[config.mk]
export PLATFORM = sky130hd
export DESIGN_NAME = chk_delay_line
export DESIGN_NICKNAME = d
export VERILOG_FILES = /design/src/rtl/alu_result_checker_delay.sv
export SDC_FILE = /design/constraint.sdc
export NUM_CORES = 1
export LEC_CHECK = 0
export BUFFER_PORTS_ARGS = -buffer_cell sky130_fd_sc_hd__clkbuf_2
export CAP_MARGIN = 20
export CORE_AREA = 2 2 39 41
export CTS_BUF_LIST = sky130_fd_sc_hd__clkbuf_8 sky130_fd_sc_hd__clkbuf_16
export CTS_CLUSTER_DIAMETER = 30
export DETAILED_ROUTE_END_ITERATION = 8
export DIE_AREA = 0 0 41 43
export GPL_ROUTABILITY_DRIVEN = 0
export SLEW_MARGIN = 30
export SYNTH_ARGS = -nofsm -noshare
export SYNTH_HDL_FRONTEND = slang
export SYNTH_SLANG_ARGS = --single-unit
[constraint.sdc]
create_clock -name i_clk -period 1.3 [get_ports i_clk]
set_input_delay 0 -clock i_clk [delete_from_list [all_inputs] [get_ports i_clk]]
set_output_delay 0 -clock i_clk [all_outputs]
set_load 0.005 [all_outputs]
[src/rtl/alu_result_checker_delay.sv]
// K-deep valid+payload shift register aligning issued vectors with the DUT's delayed response.
module chk_delay_line #(
   parameter int W = 10,
   parameter int K = 1
) (
   input  logic         i_clk,
   input  logic         i_reset,
   input  logic         i_clear,
   input  logic         i_valid,
   input  logic [W-1:0] i_data,
   output logic         o_valid,
   output logic [W-1:0] o_data
);
   logic [K-1:0] r_vld;
   logic [W-1:0] r_data [K];

   // Stage 0 takes the newly issued vector; every stage advances one place per cycle
   always_ff @(posedge i_clk or posedge i_reset) begin
      if (i_reset) begin
         r_vld <= '0;
         for (int i = 0; i < K; i++) r_data[i] <= '0;
      end else if (i_clear) begin
         r_vld <= '0;
      end else begin
         r_vld[0]  <= i_valid;
         r_data[0] <= i_data;
         for (int i = 1; i < K; i++) begin
            r_vld[i]  <= r_vld[i-1];
            r_data[i] <= r_data[i-1];
         end
      end
   end

   assign o_valid = r_vld[K-1];
   assign o_data  = r_data[K-1];
endmodule

Word-level counts from Yosys, hierarchy flattened
Cells that the tools add are included.
{"block": "classes", "order_cmp": 0, "shifts": 0, "n_addsub": 0, "n_div": 0, "mul": 0, "n_eq_ne": 0, "n_bitwise": 0, "n_reduce_logical": 0, "n_mux": 1}
{"operator": "$mux 1", "n": 1}
{"block": "word_totals", "input_bits": 14, "regBits": 11, "rom_bits": 0, "mem_bits_rw": 0, "latchBits": 0, "memories": 0}

Longest topological paths before layout
Gate-level depths: netlist of the first run.
{"block": "logic_depth", "word_depth": 1, "ltp_mapped": 2, "ltp_nobuf": 1}

Least setup slack after synthesis of the first run
No wires, ideal clock.
{"block": "synth_path", "path_kind": "reg2reg", "start": "register, netlist name o_data[0]", "end": "register r_data, in the netlist o_data[0]", "n_path_buf": 0, "period_less_slack_ns": 0.739, "path_stages_with_launch": 2, "arrival_time_ns": 0.614, "path_slack_ns": 0.561, "required_ns": 1.175, "setup_ns": 0.125, "cell_sequence": "dfrtp_1 mux2_2"}
{"item": "end signal: indexed assignment", "line_no": "29", "text": "r_data[i] <= r_data[i-1];"}
{"item": "end: declaration", "line_no": "15", "text": "logic [W-1:0] r_data [K];"}

Worst setup path after layout of the first run
{"block": "layout_path", "start": "input port i_data[8]", "end": "register r_data, in the netlist o_data[8]"}
{"item": "start: declaration", "line_no": "10", "text": "input logic [W-1:0] i_data,"}
No word-level cell between the ends.

==> results of run 1 <==
## synthesized netlist by cell type, drive strengths merged
cell | n | area share
buf | 1 | 0.025
dfrtp | 11 | 0.62
and2b | 1 | 0.020
inv | 1 | 0.0084
mux2 | 10 | 0.33
## per-stage QoR
| step | instances | power [mW] | instance area (um2) |
|---|---|---|---|
| 2_1_floorplan | 24 | 0.466 | 445 |
| 3_3_place_gp | 63 | 0.522 | 574 |
| 3_5_place_dp | 63 | 0.523 | 574 |
| 4_1_cts | 77 | 0.888 | 721 |
| 5_1_grt | 77 | 0.921 | 721 |
| 6_report | 77 | 0.875 | 721 |
## routing by layer
metal / track usage / vias to the layer above / wire, um
met5: 0 / - / 0
met1: 0.157 / 147 / 355
met2: 0.166 / 12 / 417
met3: 0.0314 / 0 / 52
met4: 0.0800 / 0 / 0
li1: - / 154 / -
## worst paths after layout
path | from | to | slack (ps) | cells after the start
min | i_data[5] | o_data[5] | 3 | 2
max | i_data[8] | o_data[8] | 520 | 3
min in group asynchronous | i_reset | o_data[5] | 280 | 3
max in group asynchronous | i_reset | o_data[6] | 740 | 3
max reg2reg | o_data[6] | o_data[6] | 550 | 1
min reg2reg | o_data[2] | o_data[2] | 510 | 1
## layout make-up
cell class                      count  share of cell area
Clock inverter                      1             0.00694
Timing Repair Buffer               34               0.306
Clock buffer                        3              0.0573
Sequential cell                    11               0.382
Inverter                            1             0.00521
Tap cell                           16              0.0278
Multi-Input combinational cell     11               0.215
## flip-flops by register name (all words and copies together) (netlist names)
| signal | cells |
|---|---|
| o_valid | 1 |
| o_data | 10 |
## power breakdown
group	leakage, nW	internal [mW]	switching [mW]	total [mW]
Clock	0.0255	0.210	0.126	0.337
Combinational	0.230	0.0994	0.0452	0.145
Sequential	0.130	0.376	0.0175	0.393
## worst max-delay path: cells and delay by family
| family | cells | cell delay [ps] |
|---|---|---|
| buffers and inverters | 2 | 650 |
| muxes | 1 | 250 |
## cell families after synthesis
kind of cell / synth area share
flip-flops: 0.618
buffers and inverters: 0.0337
multiplexers: 0.329
AND/OR/NAND/NOR: 0.0197
==> flow_metrics.py, run 1 <==
metrics = {
    "grt": {
        "grt_pass1_wl_um": 1400,
        "grt.total_usage": 0.120,
        "grt_max_degree": 12,
        "grt_pass1_vias": 335,
        "grt_overflow": 0,
        "antenna_found_initial": 0,
    },
    "clock_tree": {
        "clock-sinks": 11,
        "cts_root_buffer": "clkbuf_8",
        "cts_tree": "yes",
        "path_clk_slew_ps": 50,
        "clk_latency_ps": 230,
        "cts_max_level": 1,
        "clock_path_buffers": 2,
        "cts_hold_buf": 10,
        "postCtsSetupBuffers": 0,
        "post_cts_resized": 0,
        "cts-buffers-inserted": 3,
    },
    "setup_path": {
        "crit_path_end_kind": "flip-flop",
        "cp_data_arrival_time_ps": 900,
        "path_class": "in2reg",
        "critical_path.max_fanout": 1,
        "cp-start-kind": "primary input",
        "max_stage_delay_ps": 540,
        "cp_slowest_cell": "dlygate4sd3_1",
        "path_cells": "dlygate4sd3_1, clkbuf_2, mux2_4",
        "required_ps": 1420,
    },
    "synth": {
        "yosysWarnings": 0,
        "syn_inst": 24,
        "netlist_area_um2": 445,
        "yosysSeqAreaShare": 0.618,
        "avgSynthCellArea_um2": 18.6,
        "synth_nets": 38,
        "synth_cell_types": 6,
        "ys_ff_latch": 11,
    },
    "timing": {
        "period_share": 0.602,
        "hold_viol_final": 0,
        "worst_slew_pin_slew_ps": 402,
        "fin_skew_ps": 0,
        "setup_ws_ps": 517,
        "setup_viol": 0,
        "rsz0062_at_grt": "false",
        "period_needed_ps": 783,
        "report.final.slew_viol_count": 0,
        "fin_setup_tns_ps": 0,
        "max_freq_mhz": 1280,
        "slew_headroom": 0.732,
        "timing.hold.ws_ps": 3.12,
    },
    "flow_run": {
        "drv_cap": 0,
    },
    "die": {
        "ios": 25,
        "die_y_um": 43,
        "start_util": 0.322,
        "die_x_um": 41,
        "core_um2": 1380,
        "die_area_um2": 1760,
        "rows": 14,
    },
    "hold_path": {
        "hp-class": "in2reg",
    },
    "power": {
        "power_density_nw_per_um2": 1210,
        "p_leak_nw": 0.385,
        "ir_drop_v": 0.000725,
    },
    "detailed_routing": {
        "drc": 0,
        "drt-initial-drc-count": 1,
        "wl_per_cell_um": 10.7,
        "totalWireLength_um": 825,
        "ant_nets": 0,
        "dr.pass1.iters": 2,
        "viasPerCell": 4.06,
        "vias": 313,
    },
    "final_layout": {
        "final_cell_mix": "clkbuf_2 (24), dfrtp_1 (11), dlygate4sd3_1 (10), mux2_4 (9), clkbuf_8 (3)",
        "multi_input_area_um2": 155,
        "fin_nets": 76,
        "antenna_cells": 0,
        "final_util": 0.521,
        "drive_above_1_share": 0.639,
        "area_delta_synth_final_pct": 61.8,
        "fillers": 124,
        "seq_area_um2": 275,
        "final_common_cell": "clkbuf_2",
    },
    "outcome": {
        "status": "complete, no violations",
    },
    "placement": {
        "dp_hpwl_um": 569,
        "place.port_buffers": 24,
        "dpl_worst_slack_ps": 489,
    },
}
Note: power is estimated with default switching activity, not from simulation.
==> run 2, diff against run 1 <==
--- a/config.mk
+++ b/config.mk
@@ -5,6 +5,7 @@
 export SDC_FILE = /design/constraint.sdc
 export NUM_CORES = 1
 export LEC_CHECK = 0
+export ABC_AREA = 1
 export BUFFER_PORTS_ARGS = -buffer_cell sky130_fd_sc_hd__clkbuf_2
 export CAP_MARGIN = 20
 export CORE_AREA = 2 2 39 41
==> constraint.sdc (replaced) <==
create_clock -name i_clk -period 0.8 [get_ports i_clk]
set_input_delay 0 -clock i_clk [delete_from_list [all_inputs] [get_ports i_clk]]
set_output_delay 0 -clock i_clk [all_outputs]
set_load 0.005 [all_outputs]
==> run 2 against run 1 <==
Sequential share of layout area grew 0.67 points. Clock power grew 56%. Routed wire length is 18% higher. Global-route usage increased by 0.46 points. Area after synthesis down 7.0%. Synthesized cell count rose by 92%.
==> flow_metrics.py, run 2 <==
metrics = {
    "synth": {
        "synth-edff-count": 0,
        "ys_ff_latch": 11,
        "netlist_area_um2": 414,
        "yosysTopAreaCell": "dfrtp_1",
        "synth_top_cells_by_area": "dfrtp_1 (66%), nand2_1 (27%), buf_6 (2.7%)",
        "yosysWarnings": 0,
        "avgSynthCellArea_um2": 9.00,
        "yosysSeqAreaShare": 0.665,
        "synthXorXnorAreaFrac": 0,
        "synth_async_sr_flop_share": 1.00,
        "synth_cell_types": 6,
        "syn_inst": 46,
        "synth_top_family_by_area": "simple AND/OR/NAND/NOR gates",
        "yosysTopAreaCellShare": 0.665,
        "synthMuxAreaShare": 0,
        "synth_adder_area_share": 0,
        "yosys.area_share.simple": 0.281,
        "synth-compound-area-share": 0,
        "yosys-top-cells-count": "nand2_1 (30), dfrtp_1 (11), inv_1 (2)",
        "synth_nets": 60,
        "post-synth-top-count-cell": "nand2_1",
        "ys.flop_type": "dfrtp_1",
    },
    "setup_path": {
        "path_delay_family": "flip-flops",
        "r2r_slack_ps": 190,
        "path_cells": "clkbuf_2",
        "critical_path.max_fanout": 2,
        "cp_slowest_cell": "dfrtp_1",
        "required_ps": 800,
        "cp_data_arrival_time_ps": 720,
        "max_stage_delay_ps": 380,
        "crit_path_end_kind": "output pin",
        "path_buf_inv": 1,
        "cp-start-kind": "flip-flop",
        "path_class": "reg2out",
    },
    "final_layout": {
        "design_area_um2": 708,
        "antenna_cells": 0,
        "drive_above_1_share": 0.329,
        "area_delta_synth_final_pct": 71.0,
        "largest_reg_flops": 10,
        "fin_nets": 100,
        "final_cell_mix": "nand2_1 (30), clkbuf_2 (24), dlygate4sd3_1 (12), dfrtp_1 (11)",
        "final_common_cell": "nand2_1",
    },
    "timing": {
        "setup_viol": 0,
        "fin_setup_tns_ps": 0,
        "slew_headroom": 0.728,
        "fin_skew_ps": 0,
        "setup_ws_ps": 80.1,
        "worst_slew_pin_slew_ps": 408,
        "period_share": 0.900,
        "timing.hold.ws_ps": 123,
        "hold_viol_final": 0,
        "max_freq_mhz": 1390,
        "report.final.slew_viol_count": 0,
        "rsz0062_at_grt": "false",
        "period_needed_ps": 720,
    },
    "detailed_routing": {
        "viasPerCell": 4.12,
        "wl_met3_um": 75,
        "wl_met1_um": 431,
        "vias": 416,
        "ant_nets": 0,
        "wl_per_cell_um": 9.60,
        "totalWireLength_um": 970,
        "highest_layer": "met3",
        "drc": 0,
        "dr.pass1.iters": 4,
        "route.met2.wl_um": 462,
        "drt-initial-drc-count": 1,
    },
    "clock_tree": {
        "cts-buffers-inserted": 3,
        "cts_max_level": 1,
        "cts_tree": "yes",
        "clk_latency_ps": 230,
        "clock_path_buffers": 2,
        "clock-sinks": 11,
        "path_clk_slew_ps": 50,
        "post_cts_resized": 0,
        "cts_root_buffer": "clkbuf_8",
    },
    "power": {
        "power_density_nw_per_um2": 1910,
        "p_leak_nw": 0.416,
        "ir_drop_v": 0.000749,
    },
    "die": {
        "die_y_um": 43,
        "rows": 14,
        "core_um2": 1380,
        "die_x_um": 41,
        "ios": 25,
        "die_area_um2": 1760,
        "start_util": 0.299,
    },
    "grt": {
        "grt_max_degree": 13,
        "antenna_found_initial": 0,
        "grt_pass1_wl_um": 1460,
        "grt_pass1_vias": 384,
        "grt_overflow": 0,
        "grt.total_usage": 0.124,
    },
    "outcome": {
        "status": "complete, no violations",
    },
    "placement": {
        "placed_cell_area_um2": 543,
        "dp_hpwl_um": 641,
        "place.port_buffers": 24,
        "dpl_worst_slack_ps": 152,
    },
    "hold_path": {
        "hp-class": "in2reg",
    },
    "flow_run": {
        "drv_cap": 0,
    },
}
-- run 2: cell count changes after synthesis --
cell / before / now
mux2_4: 9 / 0
nand2_1: 0 / 30
inv_2: 0 / 1
and2b_2: 1 / 0
inv_1: 1 / 2
nor2_1: 0 / 1
mux2_2: 1 / 0
-- run 2: layout make-up --
cell class              instances  area [um2]
clock buffers                   3        41.3
clock inverters                 1        3.75
fillers                       146         676
inverters                       3        11.3
multi-input cells              31         116
flip-flops and latches         11         275
well taps                      16        20.0
repair buffers                 36         240
-- run 2: what timing repair did --
| item | in CTS | in global routing |
|---|---|---|
| buffers inserted | 0 | 0 |
| hold endpoints to repair | 22 | 0 |
| hold buffers | 12 | 0 |
-- run 2: logic make-up after synthesis --
family | count (synthesis)
and+or+nand+nor | 31
DFF | 11
buffers and inverters | 4
-- run 2: where the power goes --
| group | switching [mW] | internal, mW | leakage [nW] | total, mW |
|---|---|---|---|---|
| sequential | 0.0232 | 0.605 | 0.135 | 0.628 |
| clock | 0.191 | 0.335 | 0.0269 | 0.526 |
| combinational | 0.0895 | 0.112 | 0.255 | 0.201 |
-- run 2: layer usage --
layer / vias to the layer above / GRT usage
li1: 212 / -
met1: 185 / 0.135
met2: 19 / 0.200
met3: 0 / 0.0314
met4: 0 / 0.0800
met5: - / 0
-- run 2: path summary, 6_finish.rpt --
path | start | to | depth (start not counted)
setup / recovery | o_data[2] | o_data[2] | 1
hold reg to reg | o_data[9] | o_data[9] | 2
setup reg to reg | o_data[0] | o_data[0] | 2
hold / removal | i_clear | o_valid | 2
min in group asynchronous | i_reset | o_data[7] | 3
max in group asynchronous | i_reset | o_data[8] | 3
-- run 2: metrics by stage --
step                power [mW]  utilization  cells
global placement         0.790        0.392     85
finish                    1.36        0.512    101
detailed placement       0.797        0.392     85
global route              1.42        0.512    101
CTS                       1.37        0.512    101
floorplan                0.706            -     46
